[src/rtl/mult_arbiter.sv]
// Round-robin arbiter sharing one registered unsigned multiplier among N_REQ requesters.
// Two-cycle grant-to-result latency: operand capture, then product capture.
module mult_arbiter #(
   parameter int N_REQ = 4,
   parameter int W     = 32
) (
   input  logic                       clk,
   input  logic                       reset,
   input  logic [N_REQ-1:0]           req_valid,
   input  logic [N_REQ*W-1:0]         req_a,
   input  logic [N_REQ*W-1:0]         req_b,
   output logic [N_REQ-1:0]           req_ready,
   output logic                       rsp_valid,
   output logic [$clog2(N_REQ)-1:0]   rsp_id,
   output logic [2*W-1:0]             rsp_result,
   input  logic                       rsp_ready,
   output logic                       busy
);

   localparam int ID_W = $clog2(N_REQ);

   typedef enum logic [1:0] {IDLE, MUL, OUT} state_t;

   state_t          state;
   logic [ID_W-1:0] last;
   logic [ID_W-1:0] tag;
   logic [ID_W-1:0] winner;
   logic            grant_any;
   logic [W-1:0]    sel_a, sel_b;
   logic [W-1:0]    op_a, op_b;
   logic [2*W-1:0]  product;
   logic [2*W-1:0]  result;

   // Grant window: IDLE, or OUT while the current result is being released.
   // NOTE: every output of this block gets a default first, so no path leaves it unassigned and no latch is inferred.
   always_comb begin
      int idx;
      idx       = 0;
      grant_any = 1'b0;
      winner    = '0;
      req_ready = '0;
      if (reset && (state == IDLE || (state == OUT && rsp_ready))) begin
         for (int k = 1; k <= N_REQ; k++) begin
            idx = (int'(last) + k) % N_REQ;
            if (!grant_any && req_valid[ID_W'(idx)]) begin
               grant_any = 1'b1;
               winner    = ID_W'(idx);
            end
         end
         if (grant_any) req_ready[winner] = 1'b1;
      end
   end

   always_comb begin
      sel_a = '0;
      sel_b = '0;
      for (int i = 0; i < N_REQ; i++) begin
         if (req_ready[i]) begin
            sel_a = req_a[i*W +: W];
            sel_b = req_b[i*W +: W];
         end
      end
   end

   // The single shared multiplier; operands zero-extended so the product keeps all 2*W bits.
   assign product = {{W{1'b0}}, op_a} * {{W{1'b0}}, op_b};

   // NOTE: operand registers carry no reset; they are only observed through the result register, which is reset.
   always_ff @(posedge clk) begin
      if (grant_any) begin
         op_a <= sel_a;
         op_b <= sel_b;
      end
   end

   // NOTE: sequential state uses non-blocking assignments so every register samples pre-edge values.
   always_ff @(posedge clk) begin
      if (!reset) begin
         state     <= IDLE;
         last      <= ID_W'(N_REQ - 1);
         tag       <= '0;
         result    <= '0;
         rsp_valid <= 1'b0;
         busy      <= 1'b0;
      end else begin
         case (state)
            IDLE: begin
               if (grant_any) begin
                  state <= MUL;
                  busy  <= 1'b1;
               end
            end
            MUL: begin
               result    <= product;
               state     <= OUT;
               rsp_valid <= 1'b1;
            end
            OUT: begin
               if (rsp_ready) begin
                  rsp_valid <= 1'b0;
                  if (grant_any) begin
                     state <= MUL;
                  end else begin
                     state <= IDLE;
                     busy  <= 1'b0;
                  end
               end
            end
            default: begin
               state     <= IDLE;
               rsp_valid <= 1'b0;
               busy      <= 1'b0;
            end
         endcase
         if (grant_any) begin
            last <= winner;
            tag  <= winner;
         end
      end
   end

   assign rsp_id     = tag;
   assign rsp_result = result;

endmodule

[config.mk]
export PLATFORM = sky130hd
export DESIGN_NAME = mult_arbiter
export DESIGN_NICKNAME = d
export VERILOG_FILES = /design/src/rtl/mult_arbiter.sv
export SDC_FILE = /design/constraint.sdc
export NUM_CORES = 2
export LEC_CHECK = 0
export CORE_ASPECT_RATIO = 0.6
export CORE_UTILIZATION = 40
export CTS_CLUSTER_SIZE = 8
export DETAILED_ROUTE_END_ITERATION = 16
export GPL_TIMING_DRIVEN = 0
export PLACE_DENSITY = 0.68
export REMOVE_ABC_BUFFERS = 1
export SYNTH_ARGS = -nofsm -noshare
export SYNTH_HDL_FRONTEND = slang
export SYNTH_SLANG_ARGS = --single-unit
[constraint.sdc]
create_clock -name clk -period 8.2 [get_ports clk]
set_input_delay 1.64 -clock clk [delete_from_list [all_inputs] [get_ports clk]]
set_output_delay 1.64 -clock clk [all_outputs]
set_load 0.005 [all_outputs]
==> qor.yml <==
status: "finished, violations left"
violations: "setup timing"
yosysWarnings: 0
tritoncts: "built"
worstMarginPinSlew_ps: 1050
hold_path.class: "reg -> reg"
muxShareOfSynthArea_pct: 3.43
clk_path_buf_depth: 2
synthCells: 4323
hold_buffers: 0
hold_viol: 0
ys_ff_latch: 136
totalWireLength_um: 141000
cap_violations: 0
finalWorstSetupSlack_ps: -7.57
io_pins: 335
ant_nets: 0
synthFlopType: "dfxtp_1"
max_slew_margin_pct: 30.3
drcViolationCount: 0
dpl.hpwl_um: 103000
r2r-start: "op_b[4]"
synth-simple-area-share_pct: 17.6
root_buffer: "clkbuf_16"
synth_top_family_by_area: "adder cells"
core-area_um2: 98800
fmax_mhz: 122
htreeDepth: 4
start_util_pct: 40.5
slew_viol_final: 0
hp-start: "rsp_result[0]"
cts.sinks: 136
synth_compound_area_share_pct: 5.69
min_period_ps: 8210
cp-start-kind: "flip-flop"
async_flop_share_pct: 0
rsz0062_at_grt: "yes"
firstDrtPassIters: 6
gp_congestion: 0.999
skew_ps: 20.9
synth-edff-count: 64
dr_total_vias: 32100
synth.cell_area_um2: 40000
timing.critical_path.arrival_ps: 8610
grt_max_degree: 87
numCtsBuffers: 17
fillCellCount: 8774
ys_types: 66
first_global_vias: 33600
fin_setup_tns_ps: -7.57
critPathCaptureType: "flip-flop"
die-area_um2: 101000
fin_crit_sh_pct: 100
cts.reportedPaths.clkPinSlew_ps: 70
wl_per_cell_um: 23.5
first_iter_violations: 3212
final_util_pct: 49.5
ys_seq_area_share_pct: 8.40
critPathKind: "reg -> reg"
synth_xor_area_share_pct: 1.25
grtUsageTotal_pct: 28.5
placement.io_buffers: 334
drive_above_1_share_pct: 9.76
synthAdderAreaFrac_pct: 53.0
worstPathRequired_ps: 8600
synth.avg_cell_area_um2: 9.26
crit_start: "op_b[4]"
grt_first_pass_wirelength_um: 213000
critPathMaxFanout: 7
antenna_found_initial: 11
die_h_um: 247
grt_overflow_total: 0
clock_latency_ps: 510
avgViaCountPerCell: 5.35
die_w_um: 410
finalSetupViolations: 1
syn2layout_area_growth_pct: 22.1
nets: 6092
row_count: 89
path summary, 6_finish.rpt:
path	end	slack, ps	cells after the start
worst min register to register	rsp_result[0]	470	2
worst max-delay path	rsp_result[61]	-8	27
worst min-delay path	rsp_result[0]	470	2
worst max register to register	rsp_result[61]	-8	27
kinds of logic (layout without fill, tap and decap cells):
family                     after synthesis  count (layout)
buffers and inverters                 1124            1484
other                                    0               4
adders and majority gates             1159            1159
muxes                                  129             129
DFF                                    136             136
AOI/OAI and AO/OA                      342             342
xor gates and xnor gates                57              57
and+or+nand+nor                       1376            1376
area by class of cell:
type                       count  area (um2)  area share, %
antenna                        4        10.0         0.0205
clock buffer                  18         450          0.921
clock inverter                14         151          0.310
inverter                     851        3200           6.54
multi-input combinational   3063       33000           67.4
sequential                   136        3360           6.88
tap                         1319        1650           3.38
timing repair buffer         601        7110           14.5
cells in the final DEF (no fill, tap or decap), types with 5 or more instances in the layout:
master           instances
fa_1                   881
inv_1                  847
and2_1                 652
nand2_1                504
clkdlybuf4s50_1        333
ha_1                   243
buf_4                  140
nor2_1                 100
dfxtp_1                 72
a211oi_1                68
mux2i_1                 64
mux2_2                  64
edfxtp_1                64
a21oi_1                 57
buf_16                  48
a21o_1                  46
buf_12                  43
o21ai_0                 41
o21ai_1                 41
nand3_1                 30
xor2_1                  28
xnor2_1                 27
buf_8                   21
clkbuf_16               20
nand4_1                 16
fa_2                    15
buf_6                   13
ha_2                    12
a31oi_1                 11
and3_1                  10
nor2b_1                  9
o21bai_1                 9
a21boi_0                 8
ha_4                     8
nor3_1                   7
o21a_1                   6
nand2b_1                 5
o211ai_1                 5
inv_6                    5
registers in the layout, summed over array words and instances, names as in the netlist:
name        flops
rsp_result     64
op_a           32
op_b           32
last            2
rsp_id          2
state           2
busy            1
rsp_valid       1
metal layers:
metal  vias up  GRT usage, %  share of wire, %
met5         -         0.479             0.065
met4         6          8.72               3.2
met1     16200          39.7                41
met2      1938          40.2                40
li1      13700             -                 -
met3       278          11.3                15
repair_timing:
item	in CTS	in global routing
cloned	1	2
endpoints found under the setup margin	39	20
pin swaps	12	37
gates resized for setup	31	75
buffers inserted	164	36
per-stage QoR:
step	hold slack, ps	setup WS (ps)	area [um2]	std cells
after global routing	490	-95.8	48900	6002
after global placement	453	-8510	44000	5703
final	471	-7.57	48900	6006
after floorplan	453	-3990	39000	4050
after CTS	471	-14.1	48200	5966
after detailed placement	461	-1400	45600	5769
synthesized netlist by cell type, types with 11 or more instances:
| library cell | instances | area, um2 |
|---|---|---|
| fa_1 | 896 | 17900 |
| inv_1 | 851 | 3190 |
| and2_1 | 655 | 4100 |
| nand2_1 | 508 | 1910 |
| ha_1 | 263 | 3290 |
| clkbuf_1 | 255 | 957 |
| nor2_1 | 100 | 375 |
| dfxtp_1 | 72 | 1440 |
| a211oi_1 | 70 | 526 |
| edfxtp_1 | 64 | 1920 |
| mux2_2 | 64 | 721 |
| mux2i_1 | 64 | 641 |
| a21oi_1 | 61 | 305 |
| a21o_1 | 46 | 345 |
| o21ai_0 | 42 | 210 |
| o21ai_1 | 41 | 205 |
| nand3_1 | 32 | 160 |
| xor2_1 | 30 | 263 |
| xnor2_1 | 27 | 236 |
| nand4_1 | 16 | 100 |
| nor3_1 | 13 | 65.1 |
| a31oi_1 | 11 | 68.8 |
| and3_1 | 11 | 68.8 |
worst max-delay path, cell delays in order, from the launching register on:
cell,delay (ps)
edfxtp_1,410
buf_4,200
buf_4,190
and2_1,190
fa_1,500
inv_1,90
fa_1,450
fa_1,510
fa_1,560
inv_1,60
fa_1,470
ha_1,340
fa_1,540
fa_1,430
ha_2,400
nand4_1,210
nor3_4,320
o211ai_1,140
buf_4,180
and4_4,180
a211oi_4,300
nor3_4,90
buf_12,150
o41a_1,400
buf_6,150
nor3_4,200
mux2_4,310
o211ai_1,110
Power is not shown: default switching activity piles up to over one toggle a cycle in this logic, so the estimate is an artifact.
